File: src/rtl/fpu_minmax16.sv
// Streaming fp16 min/max reducer: one result beat per framed input stream.
// NaN beats are screened out before the two fpuComp16 comparators.

module fpuComp16 (
  input  logic [15:0] a_i,
  input  logic [15:0] b_i,
  output logic [1:0]  ord_o
);
  logic        bothZero;
  logic [15:0] keyA;
  logic [15:0] keyB;

  // Map fp16 to an unsigned key whose integer order matches numeric order; +0/-0 tie.
  always_comb begin
    bothZero = (a_i[14:0] == 15'h0) && (b_i[14:0] == 15'h0);
    keyA     = a_i[15] ? ~a_i : {1'b1, a_i[14:0]};
    keyB     = b_i[15] ? ~b_i : {1'b1, b_i[14:0]};
    ord_o    = 2'b00;
    if (!bothZero) begin
      if (keyA < keyB) begin
        ord_o = 2'b01;
      end else if (keyA > keyB) begin
        ord_o = 2'b10;
      end
    end
  end
endmodule

module fpu_minmax16 #(
  parameter int CNT_W = 8
) (
  input  logic             clock_i,
  input  logic             reset_i,
  input  logic             inValid_i,
  output logic             inReady_o,
  input  logic [15:0]      inData_i,
  input  logic             inLast_i,
  output logic             outValid_o,
  input  logic             outReady_i,
  output logic [15:0]      outMin_o,
  output logic [15:0]      outMax_o,
  output logic [CNT_W-1:0] outCount_o,
  output logic             outNaN_o,
  output logic             outEmpty_o
);
  typedef enum logic [1:0] {IDLE, ACCUM, DONE} state_t;

  localparam logic [CNT_W-1:0] CNT_ONE = {{(CNT_W-1){1'b0}}, 1'b1};
  localparam logic [CNT_W-1:0] CNT_MAX = {CNT_W{1'b1}};

  state_t           state_q, state_d;
  logic [15:0]      min_q, min_d;
  logic [15:0]      max_q, max_d;
  logic [CNT_W-1:0] count_q, count_d;
  logic             haveVal_q, haveVal_d;
  logic             nanSeen_q, nanSeen_d;

  logic        accept;
  logic        isNaN;
  logic [15:0] cmpData;
  logic [1:0]  minOrd;
  logic [1:0]  maxOrd;

  assign isNaN   = (inData_i[14:10] == 5'h1F) && (inData_i[9:0] != 10'h0);
  assign cmpData = isNaN ? 16'h0000 : inData_i;
  assign accept  = inValid_i && inReady_o;

  fpuComp16 cmpMin (.a_i(cmpData), .b_i(min_q), .ord_o(minOrd));
  fpuComp16 cmpMax (.a_i(cmpData), .b_i(max_q), .ord_o(maxOrd));

  assign inReady_o  = (state_q != DONE);
  assign outValid_o = (state_q == DONE);
  assign outMin_o   = min_q;
  assign outMax_o   = max_q;
  assign outCount_o = count_q;
  assign outNaN_o   = nanSeen_q;
  // Qualified by DONE so the flag reads 0 out of reset, when no frame has been seen.
  assign outEmpty_o = (state_q == DONE) && !haveVal_q;

  always_comb begin
    state_d   = state_q;
    min_d     = min_q;
    max_d     = max_q;
    count_d   = count_q;
    haveVal_d = haveVal_q;
    nanSeen_d = nanSeen_q;
    case (state_q)
      IDLE, ACCUM: begin
        if (accept) begin
          if (isNaN) begin
            nanSeen_d = 1'b1;
          end else begin
            if (!haveVal_q) begin
              min_d     = inData_i;
              max_d     = inData_i;
              haveVal_d = 1'b1;
            end else begin
              if (minOrd == 2'b01) min_d = inData_i;
              if (maxOrd == 2'b10) max_d = inData_i;
            end
            if (count_q != CNT_MAX) count_d = count_q + CNT_ONE;
          end
          state_d = inLast_i ? DONE : ACCUM;
        end
      end
      DONE: begin
        if (outReady_i) begin
          min_d     = 16'h0000;
          max_d     = 16'h0000;
          count_d   = '0;
          haveVal_d = 1'b0;
          nanSeen_d = 1'b0;
          state_d   = IDLE;
        end
      end
      default: state_d = IDLE;
    endcase
  end

  always_ff @(posedge clock_i or posedge reset_i) begin
    if (reset_i) begin
      state_q   <= IDLE;
      min_q     <= 16'h0000;
      max_q     <= 16'h0000;
      count_q   <= '0;
      haveVal_q <= 1'b0;
      nanSeen_q <= 1'b0;
    end else begin
      state_q   <= state_d;
      min_q     <= min_d;
      max_q     <= max_d;
      count_q   <= count_d;
      haveVal_q <= haveVal_d;
      nanSeen_q <= nanSeen_d;
    end
  end
endmodule

File: config.mk
export PLATFORM = sky130hd
export DESIGN_NAME = fpu_minmax16
export DESIGN_NICKNAME = d
export VERILOG_FILES = /design/src/rtl/fpu_minmax16.sv
export SDC_FILE = /design/constraint.sdc
export NUM_CORES = 1
export LEC_CHECK = 0
export BUFFER_PORTS_ARGS = -buffer_cell sky130_fd_sc_hd__buf_2
export CAP_MARGIN = 20
export CORE_MARGIN = 2
export CORE_UTILIZATION = 57
export CTS_CLUSTER_DIAMETER = 40
export CTS_CLUSTER_SIZE = 12
export DETAILED_ROUTE_END_ITERATION = 8
export PLACE_DENSITY = 0.83
export SLEW_MARGIN = 10
export SYNTH_ARGS = -nofsm -noshare
export SYNTH_HDL_FRONTEND = slang
export SYNTH_HIERARCHICAL = 1
export SYNTH_SLANG_ARGS = --single-unit
File: constraint.sdc
create_clock -name clock_i -period 3.91 [get_ports clock_i]
set_input_delay 0.1955 -clock clock_i [delete_from_list [all_inputs] [get_ports clock_i]]
set_output_delay 0.1955 -clock clock_i [all_outputs]
set_load 0.01 [all_outputs]
Word level (Yosys, flattened, before mapping)
Cells that the tools add are included.
{"block": "op_classes", "n_addsub": 1, "magnitude_cmp": 4, "n_eq_ne": 14, "muxes": 37, "n_bitwise": 3, "n_reduce_logical": 19}
{"op": "two-way mux 16 bit", "n": 13}
{"op": "case mux 16 bit (2 select lines)", "n": 2}
{"op": "NOT 16 bit", "n": 3}
{"op": "zero test 15 bit", "n": 3}
{"op": "greater-than comparator 16 bit", "n": 2}
{"op": "less-than comparator 16 bit", "n": 2}
{"op": "two-way mux 8 bit", "n": 4}
{"op": "two-way mux 2 bit", "n": 9}
{"op": "case mux 8 bit (2 select lines)", "n": 1}
{"op": "AND reduction 5 bit", "n": 3}
{"op": "inequality test 2 bit (second input constant)", "n": 5}
{"op": "nonzero test 10 bit", "n": 1}
{"op": "adder 8 x 1 -> 8 bit (second input constant)", "n": 1}
{"op": "inequality test 8 bit (second input constant)", "n": 1}
{"op": "AND reduction 4 bit", "n": 2}
{"op": "inequality test 3 bit (second input constant)", "n": 2}
{"op": "== test 5 bit (second input constant)", "n": 1}
{"op": "logical AND 1 bit", "n": 5}
{"op": "two-way mux 1 bit", "n": 5}
{"op": "== test 2 x 1 -> 1 bit (second input constant)", "n": 2}
{"op": "== test 2 bit (second input constant)", "n": 2}
{"op": "case mux 1 bit (2 select lines)", "n": 2}
{"op": "case mux 2 bit (2 select lines)", "n": 1}
{"op": "zero test 2 bit", "n": 1}
{"op": "5 further kinds", "n": 5}
{"block": "totals", "register_bits": 44, "input_bits": 21, "out_inout_bits": 44, "wordCells": 84}

Longest topological paths before layout
Gate-level depths: netlist (run 1).
{"block": "logic_depth", "depth_word": 15, "ltp_mapped": 18, "mapped_depth_nobuf": 14}

Cells and area by module
The synthesis (run 1) kept the hierarchy.
{"module": "fpu_minmax16", "n_inst": 1, "cells_per_inst": 190, "area_per_inst_um2": 2362.3, "seq_area_each_um2": 1101.1}
{"module": "fpuComp16", "n_inst": 2, "cells_per_inst": 92, "area_per_inst_um2": 739.5, "seq_area_each_um2": 0.0}

Worst setup path before layout (run 1)
No wires, ideal clock.
{"block": "synth_path", "path_type": "input to register", "from": "input inData_i[12]", "to": "register max_q[0], in the netlist outMax_o[0]", "setup_time_ns": 0.125, "arrival_time_ns": 3.570, "required_time_ns": 3.785, "path_slack_ns": 0.215, "path_stages": 18, "n_path_buf": 4, "path_cell_list": "nand3_1 or2_2 clkbuf_1 nand2b_1 and2_1 buf_2 buf_2 xor2_1 ha_1 nand4_4 nor4_2 o21ai_1 and4b_1 nor2b_1 o2bb2ai_1 a21oi_4 buf_12 mux2_4"}
{"block": "synth_between", "word_cells_on_any_way": 16, "classes_between": "order compare: 2; eq/ne: 4; mux: 5; bitwise: 1; reduce/logical: 4"}
{"item": "from (decl)", "line_no": "36", "source": "input logic [15:0] inData_i,"}
{"item": "== test 5 bit *", "line_no": "64", "source": "assign isNaN = (inData_i[14:10] == 5'h1F) && (inData_i[9:0] != 10'h0);"}
{"item": "logical AND 1 bit *", "line_no": "64"}
{"item": "two-way mux 16 bit *", "line_no": "65", "source": "assign cmpData = isNaN ? 16'h0000 : inData_i;"}
{"item": "via cmpData[15]", "line_no": "60", "source": "logic [15:0] cmpData;"}
{"item": "NOT 16 bit", "line_no": "16", "source": "keyA = a_i[15] ? ~a_i : {1'b1, a_i[14:0]};"}
{"item": "two-way mux 16 bit *", "line_no": "16"}
{"item": "less-than comparator 16 bit *", "line_no": "20", "source": "if (keyA < keyB) begin"}
{"item": "two-way mux 2 bit *", "line_no": "20"}
{"item": "two-way mux 2 bit *", "line_no": "19", "source": "if (!bothZero) begin"}
{"item": "via maxOrd[0]", "line_no": "62", "source": "logic [1:0] maxOrd;"}
{"item": "== test 2 bit *", "line_no": "99", "source": "if (maxOrd == 2'b10) max_d = inData_i;"}
{"item": "inequality test 3 bit (no line) *"}
{"item": "AND reduction 5 bit (no line) *"}
{"item": "to (signal assigned)", "line_no": "131", "source": "max_q <= max_d;"}
{"item": "to (decl)", "line_no": "53", "source": "logic [15:0] max_q, max_d;"}
The timed path passes the listed nets; every way through them passes the cells marked *.
A chain may end at the register's enable or synchronous reset.

Worst setup path after layout (run 1)
{"block": "layout_path", "from": "input inData_i[12]", "to": "register max_q[15], in the netlist outMax_o[15]"}
{"block": "layout_between", "elab_chain_cells": 12, "word_cells_on_any_way": 16, "classes_between": "order compare: 2; eq/ne: 4; mux: 5; bitwise: 1; reduce/logical: 4"}
{"item": "== test 5 bit *", "line_no": "64"}
{"item": "logical AND 1 bit *", "line_no": "64"}
{"item": "two-way mux 16 bit *", "line_no": "65"}
{"item": "via cmpData[14]", "line_no": "60"}
{"item": "NOT 16 bit", "line_no": "16"}
{"item": "two-way mux 16 bit", "line_no": "16"}
{"item": "greater-than comparator 16 bit", "line_no": "22", "source": "end else if (keyA > keyB) begin"}
{"item": "two-way mux 2 bit", "line_no": "22"}
{"item": "two-way mux 2 bit", "line_no": "20"}
{"item": "two-way mux 2 bit *", "line_no": "19"}
{"item": "via maxOrd[1]", "line_no": "62"}
{"item": "== test 2 bit *", "line_no": "99"}
{"item": "inequality test 3 bit (no line) *"}
{"item": "AND reduction 5 bit (no line) *"}
Marks and branches as above.

==> results of run 1 <==
how the worst max path moves through the flow:
stage / from / end / slack, ns / depth (start not counted)
2_1_floorplan: inData_i[12] / outMax_o[0] / 0.21 / 18
3_3_place_gp: inData_i[12] / outMin_o[6] / 0.26 / 17
3_5_place_dp: inData_i[12] / outMin_o[6] / 0.19 / 17
4_1_cts: inData_i[12] / outMax_o[15] / 0.47 / 17
5_1_grt: inData_i[12] / outMax_o[11] / 0.24 / 17
6_report: inData_i[12] / outMax_o[15] / 0.45 / 17
power by group through the flow:
stage          registers [uW]  clock network [uW]  logic (uW)
5_1_grt                  1040                 300        2230
2_1_floorplan             949                   0        1520
3_5_place_dp             1010                   0        2010
6_report                 1010                 273        2030
3_3_place_gp              993                   0        1920
4_1_cts                   999                 280        2020
state kept, by name, summed over array words and instances (netlist names):
signal	flops
outMax_o	16
outNaN_o	1
state_q	2
outMin_o	16
outCount_o	8
haveVal_q	1
metrics by stage:
stage,cells,hold WS [ns],cell area (um2),utilization (%)
final,513,0.02055,4289,66.78
after global routing,513,0.08729,4289,66.78
after CTS,513,0.04186,4289,66.78
after detailed placement,506,0.3653,4212,65.58
after global placement,506,0.3555,4212,65.58
after floorplan,374,0.3053,3841,-
final cells by class:
type | instances | area (um2)
Clock buffer | 6 | 72.57
Clock inverter | 1 | 5.005
Fill cell | 498 | 2133
Inverter | 9 | 33.78
Multi-Input combinational cell | 304 | 2587
Sequential cell | 44 | 1101
Tap cell | 77 | 96.34
Timing Repair Buffer | 72 | 392.9
logic make-up (layout without fill, tap and decap cells):
group | count (synthesis) | count (layout) | share of synthesized area, %
AO/OA/AOI/OAI | 58 | 58 | 10.46
XOR/XNOR | 60 | 60 | 13.68
adder cells (fa/ha/maj) | 33 | 33 | 10.75
buffers and inverters | 26 | 88 | 3.974
flip-flops | 44 | 44 | 28.66
multiplexers | 34 | 34 | 11.89
AND/OR/NAND/NOR | 119 | 119 | 20.59
tightest hold or removal path, cell delays in order:
cell and delay, ns:
sky130_fd_sc_hd__buf_2 0.10, sky130_fd_sc_hd__clkinv_1 0.03, sky130_fd_sc_hd__buf_4 0.45
cells in the final DEF, fill, tap and decap left out, drive strengths merged, types with 8 or more instances in the layout:
cell	n
dfrtp	44
and2	32
nand4	10
a21oi	18
buf	72
ha	33
xnor2	30
nand2b	9
mux2	33
inv	8
xor2	30
nand2	19
nor2	14
o21ai	14
nor4	18
per-layer routing:
layer | vias to the layer above | track usage [%] | share of wire (%)
met5 | - | 0 | 0
met4 | 0 | 10.39 | 2.3
met3 | 21 | 3.850 | 4.9
met2 | 120 | 41.44 | 47
met1 | 1494 | 35.85 | 45
li1 | 1461 | - | -
==> flow_summary.json, run 1 <==
{
  "run_status": "completed",
  "synth_largest_type_area_fraction_pct": 28.66,
  "cp-start-kind": "input port",
  "detailedRoute.firstIterationViolations": 199,
  "power_dissipated_by_switching_net_loads_uw": 1497,
  "commonest_cells_post_synth": "sky130_fd_sc_hd__dfrtp_1, sky130_fd_sc_hd__ha_1, sky130_fd_sc_hd__xnor2_1, sky130_fd_sc_hd__xor2_1, sky130_fd_sc_hd__and2_1",
  "worstPathMaxFanout": 9,
  "r2r_setup_slack_ns": 0.57,
  "drt-vias-per-instance": 6.035,
  "power.density_nw_per_um2": 772.4,
  "post_synthesis_async_set_or_reset_flop_share_pct": 100.0,
  "netlist_top_cells_area": "sky130_fd_sc_hd__dfrtp_1, sky130_fd_sc_hd__ha_1, sky130_fd_sc_hd__mux2_4",
  "share_clk_of_total_power_pct": 8.2,
  "grt_pass1_wl_um": 15220,
  "worst_hold_path_type": "in2async",
  "cap_violations": 0,
  "synth-edff-count": 0,
  "synth_fp_nets": 428,
  "slew-limit-headroom_pct": 33.22,
  "worst_case_reg_to_reg_path_depth": 11,
  "fin_setup_tns_ns": 0,
  "grt.overflow.total": 0,
  "worst_ep_arrival_time_ns": 3.65,
  "tritoncts.num_buffers": 5,
  "grtUsageTotal_pct": 26.13,
  "totalWireLength_um": 9415,
  "cpPeakStageDelay_ns": 0.38,
  "die_w_um": 86.09,
  "dieArea_um2": 7411,
  "num_io_pins": 65,
  "critPathKind": "in2reg",
  "tritoncts": "done",
  "clock_sinks": 44,
  "timing_max_transition_violations_final": 0,
  "critical_path_required_ns": 4.09,
  "power_uw": 3313,
  "clock_latency_ns": 0.30,
  "clock-skew-final_ns": 0.006509,
  "power.share.sequential_pct": 30.5,
  "gp_routability_congestion": 0.9417,
  "antenna_violating_nets_post_route": 0,
  "power_report.internal_total_uw": 1816,
  "crit_top_cell": "sky130_fd_sc_hd__buf_4",
  "avgRoutedWirePerCell_um": 18.35,
  "synthesis.instances": 374,
  "timing.final.crit_period_ns": 3.462,
  "antenna_found_initial": 0,
  "critical_path.top_delay_family": "simple AND/OR/NAND/NOR gates",
  "sw_frac_of_total_pct": 45.18,
  "setup_viol": 0,
  "worst_setup_path_end_kind": "flip-flop",
  "crit_path_cell_trace": "buf_2 > nand3_1 > or2_2 > nand2b_1 > buf_4 > and2_1 > xor2_1 > ha_1 > nand4_2 > nor4_2 > o21ai_1 > a31oi_1 > nor2b_1 > o2bb2ai_1 > a21oi_4 > buf_4 > mux2_2",
  "worstReg2RegEnd": "outMin_o[15]",
  "clock_pin_slew_on_the_worst_setup_and_hold_paths_ns": 0.08,
  "final_hold_violation_count": 0,
  "post-cts-setup-buffers": 0,
  "grt_start_max_net_pins": 45,
  "netlist.top_cell.by_area": "sky130_fd_sc_hd__dfrtp_1",
  "detailed_place_hpwl_um": 7204,
  "die-height_um": 86.09,
  "synth_flop_cell": "sky130_fd_sc_hd__dfrtp_1",
  "drc": 0,
  "leakage_uw": 0.001949,
  "area_growth_pct": 11.66,
  "std_cell_rows": 29,
  "cts_buffer_depth": 2,
  "cp.buffers_inverters": 3,
  "antenna-diode-count": 0,
  "cp_slowest_cell": "sky130_fd_sc_hd__or2_2",
  "overall_via_count_from_detail_route": 3096,
  "max_freq_mhz": 288.9,
  "fraction_of_layout_cells_with_a_size_suffix_above_1_pct": 31.19,
  "synthDistinctLibCells": 58,
  "yosys_register_bits": 44,
  "cts_hold_repair.buffers": 0,
  "comb_power_share_pct": 61.3,
  "synthesis.area_um2": 3841,
  "worst_ir_drop_vdd_v": 0.0003535,
  "root_buffer": "sky130_fd_sc_hd__clkbuf_8",
  "post_cts_resized": 0,
  "rr_startpoint": "outMin_o[15]",
  "synth_sequential_area_ratio_pct": 28.66,
  "worst-slew-pin-transition_ns": 1.002,
  "first_global_vias": 3093,
  "start_util_pct": 59.81,
  "drt_first_pass_iters": 5,
  "layout.nets": 490,
  "rsz0062_at_grt": "no",
  "numPortBuffers": 64,
  "final.period_utilization_pct": 88.54,
  "synth.avg_cell_area_um2": 10.27,
  "yosys.cell_count.top_type": "sky130_fd_sc_hd__dfrtp_1",
  "dpl_worst_slack_ns": 0.1871,
  "cts_max_level": 2,
  "finalWorstSetupSlack_ns": 0.4481,
  "synth.yosys.warnings": 6,
  "core_area_um2": 6422
}
Power figures use the tool's default switching activity.
==> run 2: changes to the inputs <==
CORE_UTILIZATION = 35   (was 57)
PLACE_DENSITY = 0.56   (was 0.83)
SLEW_MARGIN = 40   (was 10)
==> run 2 against run 1 <==
Net effect:
- worst hold slack improved by 0.11 ns
- critical endpoint is now outMax_o[14]
- setup slack got worse by 0.13 ns
- clock skew rose by 0.0014 ns
- highest routed layer unchanged
- maximum frequency fell by 3.6%
- wire length rose by 3.6%
- largest cell class unchanged
==> flow_summary.json, run 2 (synthesis results as in run 1) <==
{
  "worst_case_reg_to_reg_path_depth": 11,
  "multiInputGateArea_um2": 2590,
  "start_util_pct": 35.59,
  "final.period_utilization_pct": 91.81,
  "clock_sinks": 44,
  "clock_latency_ns": 0.30,
  "grt_pass1_wl_um": 16230,
  "area_growth_pct": 14.92,
  "r2r_setup_slack_ns": 0.79,
  "fillers": 1075,
  "overall_via_count_from_detail_route": 3003,
  "slew-limit-headroom_pct": 60.35,
  "worst-slew-pin-transition_ns": 0.5948,
  "worstReg2RegEnd": "outMax_o[14]",
  "sw_frac_of_total_pct": 44.34,
  "layout.nets": 490,
  "std_cell_rows": 38,
  "rr_startpoint": "outMax_o[15]",
  "worst_hold_path_type": "in2reg",
  "cts_hold_repair.buffers": 1,
  "setup_viol": 0,
  "drt_first_pass_iters": 4,
  "layout_common_cells": "sky130_fd_sc_hd__buf_2, sky130_fd_sc_hd__dfrtp_1, sky130_fd_sc_hd__ha_1",
  "die-height_um": 108.8,
  "share_clk_of_total_power_pct": 9.4,
  "run_status": "completed",
  "rsz0062_at_grt": "no",
  "final_core_utilization_pct": 40.90,
  "power_uw": 3323,
  "post_cts_resized": 0,
  "cap_violations": 0,
  "numPortBuffers": 64,
  "leakage_uw": 0.001961,
  "clock_pin_slew_on_the_worst_setup_and_hold_paths_ns": 0.08,
  "root_buffer": "sky130_fd_sc_hd__clkbuf_8",
  "grtUsageTotal_pct": 17.73,
  "core_area_um2": 10790,
  "fin_hold_ws_ns": 0.1340,
  "totalWireLength_um": 9752,
  "worstPathMaxFanout": 16,
  "power_dissipated_by_switching_net_loads_uw": 1473,
  "worst_ep_arrival_time_ns": 3.78,
  "grt.overflow.total": 0,
  "clock-skew-final_ns": 0.007918,
  "power.share.sequential_pct": 29.7,
  "worst_setup_path_end_kind": "flip-flop",
  "tritoncts": "done",
  "critPathKind": "in2reg",
  "timing_max_transition_violations_final": 0,
  "critical_path_required_ns": 4.10,
  "detailedRoute.firstIterationViolations": 79,
  "num_io_pins": 65,
  "cts_max_level": 2,
  "tritoncts.num_buffers": 5,
  "power.density_nw_per_um2": 752.7,
  "final_hold_violation_count": 0,
  "timing.final.crit_period_ns": 3.590,
  "first_global_vias": 3094,
  "fraction_of_layout_cells_with_a_size_suffix_above_1_pct": 31.58,
  "worst_hold_endpoint": "state_q[1]",
  "avgRoutedWirePerCell_um": 16.90,
  "die_w_um": 108.8,
  "startpoint_of_the_tightest_hold_check_path": "outReady_i",
  "hold_path_depth": 2,
  "drc": 0,
  "worst_ir_drop_vdd_v": 0.0002709,
  "antenna-diode-count": 0,
  "antenna_found_initial": 0,
  "post-cts-setup-buffers": 0,
  "power_report.internal_total_uw": 1850,
  "cts_buffer_depth": 2,
  "cp-start-kind": "input port",
  "max_freq_mhz": 278.6,
  "antenna_violating_nets_post_route": 0,
  "fin_setup_tns_ns": 0,
  "comb_power_share_pct": 60.9,
  "seq_area_um2": 1102,
  "layout.cells.most_common": "sky130_fd_sc_hd__buf_2",
  "grt_start_max_net_pins": 45,
  "detailed_place_hpwl_um": 7464,
  "dieArea_um2": 11830,
  "gp_routability_congestion": 0.8485,
  "drt-vias-per-instance": 5.205
}
run 2: per-stage QoR:
stage / instances / instance area (um2) / worst slack, ns
after floorplan: 374 / 3841 / 0.2149
after global placement: 568 / 4308 / 0.03746
after detailed placement: 568 / 4314 / 0.02232
after CTS: 577 / 4414 / 0.3199
after global routing: 577 / 4414 / 0.06911
final: 577 / 4414 / 0.3202
run 2: final cells by class:
class / count / area share (%)
Inverter: 9 / 0.8220
Clock buffer: 8 / 2.041
Multi-Input combinational cell: 304 / 58.67
Timing Repair Buffer: 72 / 9.524
Tap cell: 140 / 3.968
Sequential cell: 44 / 24.97
run 2: worst max-delay path by stage:
stage | from | endpoint | slack (ns) | depth (start not counted)
3_3_place_gp | inData_i[8] | outMax_o[14] | 0.04 | 17
6_report | inData_i[8] | outMax_o[14] | 0.32 | 17
4_1_cts | inData_i[8] | outMax_o[14] | 0.32 | 17
5_1_grt | inData_i[8] | outMax_o[15] | 0.07 | 17
3_5_place_dp | inData_i[8] | outMax_o[14] | 0.02 | 17
2_1_floorplan | inData_i[12] | outMax_o[0] | 0.21 | 18
run 2: worst max-delay path: stages:
cell,delay [ns]
sky130_fd_sc_hd__buf_2,0.13
sky130_fd_sc_hd__nor4_4,0.44
sky130_fd_sc_hd__nand4_4,0.16
sky130_fd_sc_hd__nand2b_1,0.12
sky130_fd_sc_hd__buf_4,0.16
sky130_fd_sc_hd__and2_1,0.28
sky130_fd_sc_hd__xor2_1,0.12
sky130_fd_sc_hd__ha_1,0.32
sky130_fd_sc_hd__nand4_2,0.15
sky130_fd_sc_hd__nor4_2,0.32
sky130_fd_sc_hd__o21ai_1,0.13
sky130_fd_sc_hd__a31oi_1,0.17
sky130_fd_sc_hd__nor2b_1,0.24
sky130_fd_sc_hd__o2bb2ai_1,0.14
sky130_fd_sc_hd__a21oi_4,0.15
sky130_fd_sc_hd__buf_12,0.19
sky130_fd_sc_hd__mux2_2,0.35
run 2: per-layer routing:
layer | vias to the layer above | part of all wire (%) | GRT usage, %
met3 | 5 | 3.6 | 2.271
met2 | 63 | 48 | 30.09
li1 | 1469 | - | -
met4 | 0 | 0.81 | 4.121
met1 | 1466 | 48 | 23.99
met5 | - | 0 | 0
run 2: power by group through the flow:
stage | clock network (uW) | registers [uW] | logic (uW)
finish | 313 | 987 | 2020
CTS | 322 | 995 | 2050
global route | 343 | 1030 | 2280
detailed placement | 0 | 1000 | 2040
global placement | 0 | 1000 | 1990
floorplan | 0 | 949 | 1520
==> run 3: changes to the inputs <==
ABC_AREA = 1   (was unset)
==> run 3 against run 2 <==
Net effect:
- critical path depth unchanged
- core utilization down 0.21 points
- final cell count increased by 31%
- register-to-register slack better by 0.52 ns
- power fell by 8.9%
- wire length grew 9.6%
- flip-flop and latch count stayed put
- clock-buffer cell count decreased by 2
- clock skew increased by 0.00086 ns
- cell area grew 0.37%
- first-iteration DRC count rose to 3.7 times the previous value
- critical path type unchanged
- largest cell class unchanged
==> flow_summary.json, run 3 <==
{
  "run_status": "completed",
  "grt_pass1_wl_um": 17480,
  "worst-slew-pin-transition_ns": 0.6769,
  "power_uw": 3027,
  "critical_path_required_ns": 4.15,
  "comb_power_share_pct": 59.0,
  "fraction_of_layout_cells_with_a_size_suffix_above_1_pct": 14.17,
  "worst_setup_path_end_kind": "flip-flop",
  "detailed_place_hpwl_um": 8288,
  "synthesis.area_um2": 3910,
  "yosys.area_share.simple_pct": 35.90,
  "synthesis.instances": 560,
  "synthXorXnorAreaFrac_pct": 13.44,
  "multiInputGateArea_um2": 2515,
  "drt_first_pass_iters": 4,
  "synth_sequential_area_ratio_pct": 28.16,
  "grt.overflow.total": 0,
  "clock-skew-final_ns": 0.008777,
  "totalWireLength_um": 10690,
  "num_io_pins": 65,
  "antenna_violating_nets_post_route": 0,
  "gp_routability_congestion": 0.8740,
  "synth_fp_nets": 614,
  "share_clk_of_total_power_pct": 9.8,
  "share_of_cell_area_taken_by_muxes_after_synthesis_pct": 0,
  "met2_length_um": 5182,
  "commonest_cells_post_synth": "sky130_fd_sc_hd__nand2_1, sky130_fd_sc_hd__nor2_1, sky130_fd_sc_hd__nand4_1",
  "antenna_found_initial": 0,
  "numPortBuffers": 64,
  "finish.cell_count_without_fillers": 754,
  "seq_area_um2": 1104,
  "root_buffer": "sky130_fd_sc_hd__clkbuf_8",
  "hold_path_depth": 2,
  "cts_max_level": 2,
  "power_dissipated_by_switching_net_loads_uw": 1470,
  "synth-edff-count": 0,
  "layout_common_cells": "sky130_fd_sc_hd__nand2_1, sky130_fd_sc_hd__nor2_1, sky130_fd_sc_hd__buf_2",
  "avgRoutedWirePerCell_um": 14.17,
  "dominant_combinational_cell_family_by_area_after_synthesis": "simple AND/OR/NAND/NOR gates",
  "post_cts_resized": 0,
  "std_cell_rows": 38,
  "post-cts-setup-buffers": 0,
  "sw_frac_of_total_pct": 48.55,
  "max_freq_mhz": 309.1,
  "area_growth_pct": 13.31,
  "timing.final.crit_period_ns": 3.236,
  "wl_met1_um": 4835,
  "die-height_um": 109.7,
  "worstPathMaxFanout": 32,
  "fin_setup_tns_ns": 0,
  "cap_violations": 0,
  "critPathKind": "in2reg",
  "tritoncts": "done",
  "detailedRoute.firstIterationViolations": 295,
  "leakage_uw": 0.002303,
  "layout.nets": 667,
  "first_global_vias": 3463,
  "setup_viol": 0,
  "grtUsageTotal_pct": 18.71,
  "slew-limit-headroom_pct": 54.77,
  "power_report.internal_total_uw": 1558,
  "start_util_pct": 35.91,
  "r2r_setup_slack_ns": 1.31,
  "overall_via_count_from_detail_route": 3783,
  "final_core_utilization_pct": 40.69,
  "fillers": 1197,
  "antenna-diode-count": 0,
  "rr_startpoint": "outMax_o[15]",
  "clock_pin_slew_on_the_worst_setup_and_hold_paths_ns": 0.09,
  "clock_sinks": 44,
  "synth.avg_cell_area_um2": 6.982,
  "core_area_um2": 10890,
  "worstSetupStartpoint": "inData_i[10]",
  "top_layer": "met4",
  "final.period_utilization_pct": 82.75,
  "die_w_um": 109.7,
  "dpl_worst_slack_ns": 0.3967,
  "power.density_nw_per_um2": 683.2,
  "netlist.top_cell.by_area": "sky130_fd_sc_hd__dfrtp_1",
  "yosys_register_bits": 44,
  "met3_wirelength_um": 547,
  "drc": 0,
  "tritoncts.num_buffers": 5,
  "synth_largest_type_area_fraction_pct": 28.16,
  "dieArea_um2": 12030,
  "timing_max_transition_violations_final": 0,
  "grt_start_max_net_pins": 45,
  "cp-start-kind": "input port",
  "clock_latency_ns": 0.30,
  "startpoint_of_the_tightest_hold_check_path": "outReady_i",
  "worst_ep_arrival_time_ns": 3.47,
  "synth.yosys.warnings": 6,
  "synth_compound_area_share_pct": 4.224,
  "worst_ir_drop_vdd_v": 0.0002411,
  "final_hold_violation_count": 0,
  "power.share.sequential_pct": 31.2,
  "dp.cells": 745,
  "worst_hold_path_type": "in2reg",
  "worst_case_reg_to_reg_path_depth": 11,
  "post_synthesis_async_set_or_reset_flop_share_pct": 100.0,
  "synthDistinctLibCells": 28,
  "rsz0062_at_grt": "no",
  "netlist_top_cells_area": "sky130_fd_sc_hd__dfrtp_1, sky130_fd_sc_hd__nand2_1, sky130_fd_sc_hd__ha_1",
  "finalWorstSetupSlack_ns": 0.6743,
  "yosys.cell_count.top_type": "sky130_fd_sc_hd__nand2_1",
  "layout.cells.most_common": "sky130_fd_sc_hd__nand2_1",
  "synth-adder-area-share_pct": 10.56,
  "drt-vias-per-instance": 5.017,
  "cts_buffer_depth": 2,
  "synth_flop_cell": "sky130_fd_sc_hd__dfrtp_1"
}
run 3: changes by cell type in the layout (fill, tap and decap cells not counted), moves of 8 or more:
| cell | before | now |
|---|---|---|
| sky130_fd_sc_hd__o21ai_0 | 12 | 4 |
| sky130_fd_sc_hd__nand4_1 | 5 | 45 |
| sky130_fd_sc_hd__nor2_1 | 14 | 101 |
| sky130_fd_sc_hd__and2_1 | 25 | 1 |
| sky130_fd_sc_hd__nand2_1 | 19 | 159 |
| sky130_fd_sc_hd__mux2_2 | 12 | 0 |
| sky130_fd_sc_hd__inv_1 | 8 | 41 |
| sky130_fd_sc_hd__nor4_1 | 15 | 0 |
| sky130_fd_sc_hd__mux2_4 | 20 | 0 |
run 3: routing by layer:
metal | track usage [%] | vias up
li1 | - | 1910
met1 | 25.14 | 1760
met2 | 31.79 | 103
met3 | 2.845 | 10
met4 | 3.978 | 0
met5 | 0 | -
run 3: what timing repair did:
item                                   in CTS  in global routing
hold buffers                                1                  0
endpoints found under the hold margin      44                  0
setup endpoints to repair                   0                  0
run 3: power by group through the flow:
stage | sequential [uW] | clock [uW] | combinational (uW)
2_1_floorplan | 909 | 0 | 1330
3_3_place_gp | 951 | 0 | 1740
3_5_place_dp | 956 | 0 | 1790
4_1_cts | 948 | 312 | 1800
5_1_grt | 985 | 326 | 2060
6_report | 946 | 295 | 1790
run 3: cell families after synthesis:
logic type	after synthesis
DFF	44
xor gates and xnor gates	60
adders and majority gates	33
buffers and inverters	68
and+or+nand+nor	326
AOI/OAI and AO/OA	29
run 3: worst max-delay path, cell delays in order:
cell and delay, ns:
sky130_fd_sc_hd__buf_2 0.07, sky130_fd_sc_hd__inv_1 0.05, sky130_fd_sc_hd__nor3_1 0.39, sky130_fd_sc_hd__and2_1 0.58
sky130_fd_sc_hd__nor2_4 0.06, sky130_fd_sc_hd__buf_12 0.20, sky130_fd_sc_hd__xor2_1 0.19, sky130_fd_sc_hd__ha_1 0.34
sky130_fd_sc_hd__a21oi_1 0.07, sky130_fd_sc_hd__o21ai_0 0.23, sky130_fd_sc_hd__a21oi_1 0.10, sky130_fd_sc_hd__a21oi_1 0.16
sky130_fd_sc_hd__inv_1 0.05, sky130_fd_sc_hd__o21ai_1 0.26, sky130_fd_sc_hd__buf_4 0.27, sky130_fd_sc_hd__nand4_1 0.13
sky130_fd_sc_hd__nand2_1 0.11
run 3: stage by stage:
| stage | hold WS (ns) | cell area, um2 |
|---|---|---|
| final | 0.08964 | 4431 |
| after global routing | 0.07537 | 4431 |
| after CTS | 0.07808 | 4428 |
| after detailed placement | 0.2996 | 4329 |
| after global placement | 0.4025 | 4327 |
| after floorplan | 0.2975 | 3910 |
run 3: final cells by class:
type / instances / share of cell area (%)
Clock buffer: 6 / 1.638
Clock inverter: 2 / 0.3671
Inverter: 44 / 3.784
Multi-Input combinational cell: 448 / 56.76
Sequential cell: 44 / 24.91
Tap cell: 140 / 3.954
Timing Repair Buffer: 70 / 8.585
run 3: path summary, 6_finish.rpt:
kind	endpoint
worst max-delay path	outMax_o[1]
max in group asynchronous	outMax_o[15]
worst max register to register	outMax_o[1]
worst min register to register	state_q[0]
worst min-delay path	state_q[1]
min in group asynchronous	outCount_o[6]
